[src/rtl/drop_timer_if.sv]
// drop_timer control/status bundle.
// Game FSM side is master, timer is slave.
interface drop_timer_if #(
  parameter int LEVEL_W = 4,
  parameter int CNT_W   = 32
);
  logic               enable;
  logic               pause;
  logic               restart;
  logic               soft_drop;
  logic [LEVEL_W-1:0] level;
  logic               tick;
  logic [CNT_W-1:0]   tick_count;
  logic               running;
  logic               paused;

  modport master (
    output enable, pause, restart, soft_drop, level,
    input  tick, tick_count, running, paused
  );

  modport slave (
    input  enable, pause, restart, soft_drop, level,
    output tick, tick_count, running, paused
  );
endinterface

[src/rtl/drop_timer.sv]
// Gravity timer: clock -> units -> level-scaled
// drop interval, one-cycle tick per interval.
module drop_timer #(
  parameter int CLK_PER_UNIT = 1000000,
  parameter int BASE_UNITS   = 10,
  parameter int STEP_UNITS   = 1,
  parameter int MIN_UNITS    = 1,
  parameter int SOFT_UNITS   = 1,
  parameter int LEVEL_W      = 4,
  parameter int CNT_W        = 32
) (
  input logic        clk,
  input logic        rst,
  drop_timer_if.slave tmr
);

  localparam int UNIT_W = $clog2(CLK_PER_UNIT);
  localparam int DROP_W =
    (BASE_UNITS > 1) ? $clog2(BASE_UNITS) : 1;
  localparam int PROD_W = LEVEL_W + 32;

  localparam logic [UNIT_W-1:0] UNIT_LAST =
    UNIT_W'(CLK_PER_UNIT - 1);
  localparam logic [PROD_W-1:0] HEADROOM =
    PROD_W'(BASE_UNITS - MIN_UNITS);

  typedef enum logic [1:0] {
    IDLE   = 2'd0,
    RUN    = 2'd1,
    PAUSED = 2'd2
  } state_t;

  state_t            state_q, state_d;
  logic [UNIT_W-1:0] unit_cnt_q;
  logic [DROP_W-1:0] drop_cnt_q;
  logic [CNT_W-1:0]  tick_count_q;
  logic              tick_q;
  logic              running_q;
  logic              paused_q;

  logic [PROD_W-1:0] prod;
  logic [31:0]       norm_units;
  logic [31:0]       period_units;
  logic              drop_hit;
  logic              count_en;

  assign prod = PROD_W'(tmr.level) * PROD_W'(STEP_UNITS);

  // Period from level/soft drop, clamped without underflow.
  always_comb begin
    norm_units = 32'(MIN_UNITS);
    if (prod < HEADROOM)
      norm_units = 32'(BASE_UNITS) - prod[31:0];
    period_units = norm_units;
    if (tmr.soft_drop && (32'(SOFT_UNITS) < norm_units))
      period_units = 32'(SOFT_UNITS);
  end

  // >= so a shortened period fires at the next boundary.
  assign drop_hit =
    (32'(drop_cnt_q) + 32'd1) >= period_units;

  // The resume edge out of PAUSED counts, so a pause
  // costs exactly as many cycles as pause is held.
  assign count_en = (state_q != IDLE) && !tmr.pause;

  // Next state: restart holds state, enable low wins next.
  always_comb begin
    state_d = state_q;
    if (!tmr.restart) begin
      if (!tmr.enable) begin
        state_d = IDLE;
      end else begin
        unique case (state_q)
          IDLE:    state_d = RUN;
          RUN:     if (tmr.pause) state_d = PAUSED;
          PAUSED:  if (!tmr.pause) state_d = RUN;
          default: state_d = IDLE;
        endcase
      end
    end
  end

  // State, decoded status and the unit/drop/tick counters.
  always_ff @(posedge clk or negedge rst) begin
    if (!rst) begin
      state_q      <= IDLE;
      running_q    <= 1'b0;
      paused_q     <= 1'b0;
      tick_q       <= 1'b0;
      unit_cnt_q   <= '0;
      drop_cnt_q   <= '0;
      tick_count_q <= '0;
    end else begin
      state_q   <= state_d;
      running_q <= (state_d == RUN);
      paused_q  <= (state_d == PAUSED);
      tick_q    <= 1'b0;
      if (tmr.restart) begin
        unit_cnt_q   <= '0;
        drop_cnt_q   <= '0;
        tick_count_q <= '0;
      end else if (!tmr.enable) begin
        unit_cnt_q <= '0;
        drop_cnt_q <= '0;
      end else if (count_en) begin
        if (unit_cnt_q == UNIT_LAST) begin
          unit_cnt_q <= '0;
          if (drop_hit) begin
            drop_cnt_q   <= '0;
            tick_q       <= 1'b1;
            tick_count_q <= tick_count_q + CNT_W'(1);
          end else begin
            drop_cnt_q <= drop_cnt_q + DROP_W'(1);
          end
        end else begin
          unit_cnt_q <= unit_cnt_q + UNIT_W'(1);
        end
      end
    end
  end

  assign tmr.tick       = tick_q;
  assign tmr.tick_count = tick_count_q;
  assign tmr.running    = running_q;
  assign tmr.paused     = paused_q;

endmodule

[src/flat_wrapper.sv]
// flat-port wrapper written by rule: the top's interface ports become plain ports
module drop_timer_flat 
#(
  parameter int CLK_PER_UNIT = 1000000,
  parameter int BASE_UNITS   = 10,
  parameter int STEP_UNITS   = 1,
  parameter int MIN_UNITS    = 1,
  parameter int SOFT_UNITS   = 1,
  parameter int LEVEL_W      = 4,
  parameter int CNT_W        = 32
)
  (clk, rst, tmr_enable, tmr_pause, tmr_restart, tmr_soft_drop, tmr_level, tmr_tick, tmr_tick_count, tmr_running, tmr_paused);
  drop_timer_if #(.LEVEL_W(LEVEL_W), .CNT_W(CNT_W)) tmr_i ();
  input logic clk;
  input logic rst;
  input wire logic [$bits(tmr_i.enable)-1:0] tmr_enable;
  input wire logic [$bits(tmr_i.pause)-1:0] tmr_pause;
  input wire logic [$bits(tmr_i.restart)-1:0] tmr_restart;
  input wire logic [$bits(tmr_i.soft_drop)-1:0] tmr_soft_drop;
  input wire logic [$bits(tmr_i.level)-1:0] tmr_level;
  output wire logic [$bits(tmr_i.tick)-1:0] tmr_tick;
  output wire logic [$bits(tmr_i.tick_count)-1:0] tmr_tick_count;
  output wire logic [$bits(tmr_i.running)-1:0] tmr_running;
  output wire logic [$bits(tmr_i.paused)-1:0] tmr_paused;
  assign tmr_i.enable = tmr_enable;
  assign tmr_i.pause = tmr_pause;
  assign tmr_i.restart = tmr_restart;
  assign tmr_i.soft_drop = tmr_soft_drop;
  assign tmr_i.level = tmr_level;
  assign tmr_tick = tmr_i.tick;
  assign tmr_tick_count = tmr_i.tick_count;
  assign tmr_running = tmr_i.running;
  assign tmr_paused = tmr_i.paused;
  drop_timer #(.CLK_PER_UNIT(CLK_PER_UNIT), .BASE_UNITS(BASE_UNITS), .STEP_UNITS(STEP_UNITS), .MIN_UNITS(MIN_UNITS), .SOFT_UNITS(SOFT_UNITS), .LEVEL_W(LEVEL_W), .CNT_W(CNT_W)) u_core (.clk(clk), .rst(rst), .tmr(tmr_i));
endmodule
[config.mk]
export PLATFORM = sky130hd
export DESIGN_NAME = drop_timer_flat
export DESIGN_NICKNAME = d
export VERILOG_FILES = /design/src/rtl/drop_timer_if.sv /design/src/rtl/drop_timer.sv /design/src/flat_wrapper.sv
export SDC_FILE = /design/constraint.sdc
export NUM_CORES = 1
export LEC_CHECK = 0
export CORE_MARGIN = 8
export CORE_UTILIZATION = 50
export DETAILED_ROUTE_END_ITERATION = 8
export HOLD_SLACK_MARGIN = 0.08
export PLACE_DENSITY = 0.77
export SETUP_SLACK_MARGIN = 0.15
export SLEW_MARGIN = 10
export SYNTH_ARGS = -nofsm -noshare
export SYNTH_HDL_FRONTEND = slang
export SYNTH_SLANG_ARGS = --single-unit
[constraint.sdc]
create_clock -name clk -period 2.45 [get_ports clk]
set_input_delay 0.3675 -clock clk [delete_from_list [all_inputs] [get_ports clk]]
set_output_delay 0.3675 -clock clk [all_outputs]
set_load 0.05 [all_outputs]
==> results of run 1 <==
Yosys cell counts, types with 2 or more instances:
cell type  number  area [µm²]
dfrtp_1        61        1530
a21oi_1        42         210
nand2_1        31         116
nor2_1         25        93.8
nand3_1        23         115
clkbuf_1       20        75.1
or4_1          18         135
o31ai_1        17         128
nand4_1        16         100
inv_1          14        52.6
ha_1            9         113
nor3_1          9        45.0
o21ai_0         9        45.0
nand4b_1        7        61.3
nor4_1          7        43.8
o41ai_1         7        61.3
xor2_1          7        61.3
a211oi_1        6        45.0
and3_1          6        37.5
nand2b_1        6        37.5
or3_1           6        37.5
a31oi_1         5        31.3
xnor2_1         5        43.8
nor2b_1         4        25.0
and4_1          3        26.3
buf_2           3        15.0
mux2_2          3        33.8
mux2i_1         3        30.0
or3b_2          3        26.3
a31o_2          2        17.5
a41oi_1         2        17.5
nand3_2         2        20.0
nor4b_2         2        30.0
final cells by class:
class                           instances  area (µm²)  area share (%)
Clock buffer                           10         138            2.70
Clock inverter                          5        75.1            1.47
Inverter                               14        52.6            1.03
Multi-Input combinational cell        303        2200            43.2
Sequential cell                        61        1530            30.0
Tap cell                               99         124            2.43
Timing Repair Buffer                  101         980            19.2
placed cells by master, fill, tap and decap left out, drive strengths merged, types with 9 or more instances in the layout:
cell	count
a21oi	42
buf	59
clkbuf	10
clkdlybuf4s50	40
dfrtp	61
ha	9
inv	14
nand2	31
nand3	25
nand4	16
nor2	25
nor3	9
o21ai	9
o31ai	17
or4	18
worst max-delay path: stages:
cell	delay (ns)
buf_8	0.10
ha_4	0.15
or4_4	0.48
a21oi_2	0.14
o21a_1	0.13
o21ai_1	0.06
ha_2	0.33
or3b_4	0.12
o2111ai_2	0.10
a2111o_1	0.49
buf_12	0.18
or4_1	0.51
a21oi_1	0.16
registers in the layout, indices dropped and copies added, names as in the netlist:
name,flops
u_core.unit_cnt_q,20
u_core.tmr.tick_count,32
u_core.state_q,2
u_core.tmr.running,1
u_core.tmr.tick,1
u_core.drop_cnt_q,4
u_core.tmr.paused,1
worst min-delay path by stage:
| stage | startpoint | to | slack, ns | cells past startpoint |
|---|---|---|---|---|
| final | u_core.unit_cnt_q[17] | u_core.unit_cnt_q[17] | 0.49 | 1 |
| after CTS | u_core.unit_cnt_q[17] | u_core.unit_cnt_q[17] | 0.50 | 1 |
| after global routing | u_core.unit_cnt_q[17] | u_core.unit_cnt_q[17] | 0.53 | 1 |
| after floorplan | rst | u_core.drop_cnt_q[0] | 0.07 | 0 |
| after detailed placement | rst | u_core.unit_cnt_q[9] | 0.40 | 2 |
| after global placement | rst | u_core.unit_cnt_q[7] | 0.40 | 2 |
routing by layer:
metal / GRT usage (%) / vias up
met5: 0 / -
met4: 8.82 / 0
met3: 4.49 / 21
met2: 37.0 / 105
met1: 26.2 / 1801
li1: - / 1711
logic make-up after synthesis:
family          Yosys count  synth area share (%)
buf+inv                  38                  4.08
mux                       6                  1.77
simple gates            175                  27.9
fa+ha+maj                 9                  3.12
xor+xnor                 12                  2.91
flops                    61                  42.2
compound gates          101                  18.0
power by group:
group	internal [mW]	total, mW	switching, mW
sequential	1.02	1.03	0.00954
clock	0.590	0.998	0.408
combinational	0.0960	0.235	0.139
total	1.70	2.26	0.556
timing repair:
action | 4_1_cts | 5_1_grt
setup endpoints to repair | 37 | 37
setup buffers | 2 | 0
pin swaps | 21 | 9
gates resized for setup | 47 | 13
endpoints found under the hold margin | 61 | 0
hold buffers | 1 | 0
gates cloned | 3 | 0
metrics by stage:
step	setup slack, ns	setup TNS, ns	instances	hold WS, ns
global placement	-1.20	-39.57	572	0.401
global route	-0.698	-20.07	593	0.530
CTS	-0.543	-14.88	593	0.501
floorplan	-0.549	-14.85	402	0.0719
finish	-0.604	-16.69	593	0.492
detailed placement	-1.30	-43.38	572	0.405
==> metrics.md, run 1 <==
| Metric | Value |
|---|---|
| Worst-path fanout max | 21 |
| CTS clk-pin slew, worst paths | 0.08 ns |
| Wire per inst | 17.7 µm |
| Clk_lat worst skew | 0.35 ns |
| Nets | 509 |
| Number of iterations in the first detailed-routing pass | 4 |
| Seq/Total Area, Yosys | 42.2% |
| Crit Reg-Reg Startpoint | u_core.drop_cnt_q[0] |
| Async SR Flop Fraction | 100% |
| Remaining antenna violation count | 0 |
| Post-Syn Instances | 402 |
| RSZ-0062 raised after global routing | true |
| # rows | 31 |
| Vias | 3638 |
| Setup crit start | tmr_level[0] |
| Setup crit end kind | flip-flop |
| Measured slew at the worst slew-check pin | 0.571 ns |
| Total power | 2.26 mW |
| Startpoint types | input pin |
| WL final | 10500 µm |
| Fmax | 327 MHz |
| Core region area | 7140 µm² |
| Layout Cell Area excl Fill | 5090 µm² |
| Htree depth | 3 |
| Post-synth EDFFs | 0 |
| Antenna cells | 0 |
| Crit path required time | 2.72 ns |
| R2R setup slack | -0.23 ns |
| Worst EP arrival | 3.33 ns |
| Final worst path period share | 125% |
| Root Driver | clkbuf_8 |
| Worst-case reg-to-reg path depth | 8 |
| Layout fillers | 527 |
| VDD IR max | 349 µV |
| Slew Viols, Final | 0 |
| Post-Syn Area | 3610 µm² |
| Ys flop type | dfrtp_1 |
| CTS buffer count | 9 |
| Worst Clk Skew | 0.0141 ns |
| CP Class | input pin to flip-flop |
| Die height | 101 µm |
| Metal2 WL | 5340 µm |
| HPWL Detailed | 6740 µm |
| Total GRT Usage | 21.8% |
| Area after DPL | 4520 µm² |
| Final Hold Fails | 0 |
| Io pins | 45 |
| Hold WC Path Type | flip-flop to flip-flop |
| Post-Syn Area per Cell | 8.99 µm² |
| PwrDens | 443 nW/µm² |
| Synthesized flop and latch total | 61 |
| CTS tree | done |
| Failing checks | negative setup slack |
| Tmin final | 3.05 ns |
| Distinct cells, synth | 52 |
| WL met1 | 4420 µm |
| Pleak | 1.92 nW |
| Vias in the first global route | 3780 |
| Die area | 10200 µm² |
| First-pass GRT wire length | 18000 µm |
| IO buf count | 44 |
| Total grt overflow | 0 |
| Residual DRC | 0 |
| Layout cell share with drive strength beyond 1 | 23.5% |
| R2r endpoint | u_core.tmr.tick_count[19] |
| Post-synth net total | 421 |
| Count of max-cap constraint violations | 0 |
| Setup violators final | 37 |
| Yosys warns | 0 |
| Initial Util | 50.6% |
| Util after Layout | 71.4% |
| Clock Path Buffers | 2 |
| Worst setup margin | -0.604 ns |
| Gpl congestion | 0.886 |
| Status | complete, but fails checks |
| Vias/cell | 6.13 |
| Top sig layer | met4 |
| Worst slew margin | 61.6% |
| Met3 wire len | 519 µm |
| End of the critical path | u_core.tmr.tick_count[19] |
| Area grow syn2layout | 40.9% |
| Clk sinks | 61 |
| Largest net degree at the start of global routing | 62 |
| Initial antenna violation count | 0 |
| Die Wd | 101 µm |
| Initial drt markers | 176 |
Power figures use the tool's default switching activity.
==> inputs of run 2 (changes only) <==
--- a/config.mk
+++ b/config.mk
@@ -11,6 +11,7 @@
 export HOLD_SLACK_MARGIN = 0.08
 export PLACE_DENSITY = 0.77
 export SETUP_SLACK_MARGIN = 0.15
+export SKIP_LAST_GASP = 1
 export SLEW_MARGIN = 10
 export SYNTH_ARGS = -nofsm -noshare
 export SYNTH_HDL_FRONTEND = slang
==> constraint.sdc (replaced) <==
create_clock -name clk -period 2.75 [get_ports clk]
set_input_delay 0.4125 -clock clk [delete_from_list [all_inputs] [get_ports clk]]
set_output_delay 0.4125 -clock clk [all_outputs]
set_load 0.05 [all_outputs]
==> run 2 against run 1 <==
Effect of this change: the flow still finishes with violations (negative setup slack); critical path depth rose by 1; utilization rose by 1.2 points; critical endpoint is now u_core.tmr.tick_count[31]; sequential share of layout area fell by 0.51 points; sequential power fell by 11%; combinational power fell by 4%; count of clock-buffer cells in the layout rose by 2; highest routed layer unchanged; clock power fell by 29%; global-route usage fell by 0.14 points; critical path type unchanged; register-to-register slack got worse by 0.04 ns; largest cell class unchanged.
==> metrics.md, run 2 (synthesized netlist as in run 1, its figures left out) <==
| Metric | Value |
|---|---|
| Gpl congestion | 0.873 |
| Worst-path fanout max | 6 |
| Max stage delay on crit path | 0.57 ns |
| Fmax | 316 MHz |
| Final Hold Fails | 0 |
| Die height | 101 µm |
| Antenna cells | 0 |
| Crit-path cells | buf_8 > ha_4 > or4_1 > a21oi_1 > o21a_1 > o21ai_1 > ha_2 > or3b_4 > o2111ai_4 > a2111o_1 > buf_6 > buf_12 > nor4_4 > mux2_4 |
| CTS clk-pin slew, worst paths | 0.07 ns |
| Layout Cell Area excl Fill | 5180 µm² |
| # rows | 31 |
| Worst EP arrival | 3.40 ns |
| Core region area | 7140 µm² |
| Vias/cell | 6.43 |
| Io pins | 45 |
| Worst Clk Skew | 0.0113 ns |
| Setup violators final | 35 |
| Layout fillers | 490 |
| Startpoint types | input pin |
| Total grt overflow | 0 |
| Hold Slack | 0.0727 ns |
| Worst slew margin | 45.0% |
| CTS buffer count | 9 |
| Count of max-cap constraint violations | 0 |
| Die area | 10200 µm² |
| Setup crit end kind | flip-flop |
| Area after DPL | 4340 µm² |
| Hold WC Path Type | input pin to asynchronous set/reset pin |
| Area grow syn2layout | 43.4% |
| Remaining antenna violation count | 0 |
| Htree depth | 3 |
| Clk_lat worst skew | 0.35 ns |
| Number of flip-flops in the largest register | 32 |
| IO buf count | 44 |
| Tmin final | 3.16 ns |
| Final worst path period share | 115% |
| Initial Util | 50.6% |
| Largest net degree at the start of global routing | 39 |
| Vias in the first global route | 3688 |
| Vias | 3782 |
| Initial antenna violation count | 0 |
| # hold bufs at CTS | 0 |
| Failing checks | negative setup slack |
| Most common cell after layout, fill and taps aside | dfrtp_1 |
| Clk sinks | 61 |
| Clock Path Buffers | 2 |
| CTS tree | done |
| WL final | 11400 µm |
| Multi-input gate area | 2310 µm² |
| Total power | 1.85 mW |
| Worst setup margin | -0.413 ns |
| VDD IR max | 264 µV |
| Wire per inst | 19.4 µm |
| Residual DRC | 0 |
| Final TNS setup | -10.47 ns |
| Number of iterations in the first detailed-routing pass | 7 |
| First-pass GRT wire length | 17600 µm |
| Commonest non-fill, non-tap cells in the layout | 61 x dfrtp_1, 39 x clkdlybuf4s50_1, 33 x buf_4 |
| R2R setup slack | -0.27 ns |
| Root Driver | clkbuf_8 |
| Measured slew at the worst slew-check pin | 0.825 ns |
| PwrDens | 357 nW/µm² |
| Layout cell share with drive strength beyond 1 | 27.6% |
| Slew Viols, Final | 0 |
| Util after Layout | 72.6% |
| Status | complete, but fails checks |
| Dpl cells | 550 |
| Reg area | 1530 µm² |
| Crit path required time | 2.98 ns |
| Pleak | 1.91 nW |
| Total GRT Usage | 21.7% |
| CP max-delay cell | a2111o_1 |
| HPWL Detailed | 6480 µm |
| RSZ-0062 raised after global routing | true |
| Initial drt markers | 237 |
| Worst-case reg-to-reg path depth | 6 |
| Final non-filler cell total | 588 |
| Die Wd | 101 µm |
| CP Class | input pin to flip-flop |
| Nets | 503 |
| Pre-CTS setup slack | -1.04 ns |
run 2: final timing paths:
kind | startpoint | end
worst min register to register | u_core.unit_cnt_q[17] | u_core.unit_cnt_q[17]
worst max register to register | u_core.tmr.tick_count[1] | u_core.tmr.tick_count[30]
worst min-delay path | rst | u_core.unit_cnt_q[18]
worst max-delay path | tmr_level[0] | u_core.tmr.tick_count[31]
max in group asynchronous | rst | u_core.tmr.tick_count[13]
min in group clk | u_core.unit_cnt_q[17] | u_core.unit_cnt_q[17]
run 2: metal layers:
layer	part of all wire (%)	global-route usage, %	vias up
li1	-	-	1696
met1	39	25.7	1842
met2	50	36.1	204
met3	7.0	3.73	40
met4	3.8	12.4	0
met5	0	0	-
run 2: cell type report:
cell class              count  area share (%)
inverters                  14            1.06
clock buffers              12            2.80
clock inverters             4           0.459
flip-flops and latches     61            29.5
well taps                  99            2.39
multi-input cells         303            44.7
repair buffers             95            19.2
run 2: power breakdown:
group	total (mW)	switching (mW)	internal [mW]
sequential	0.915	0.00925	0.906
combinational	0.225	0.131	0.0940
clock	0.713	0.364	0.349
total	1.85	0.504	1.35
run 2: critical path, delay by kind of cell:
| family | cells | cell delay [ns] |
|---|---|---|
| buf+inv | 3 | 0.40 |
| fa+ha+maj | 2 | 0.45 |
| mux | 1 | 0.32 |
| simple gates | 3 | 0.79 |
| compound gates | 5 | 1.01 |
run 2: timing repair:
action                                  CTS  global route
cloned                                    5             0
resized for setup                        52            52
buffers inserted                         13             4
pin swaps                                27            33
endpoints found under the setup margin   37            37
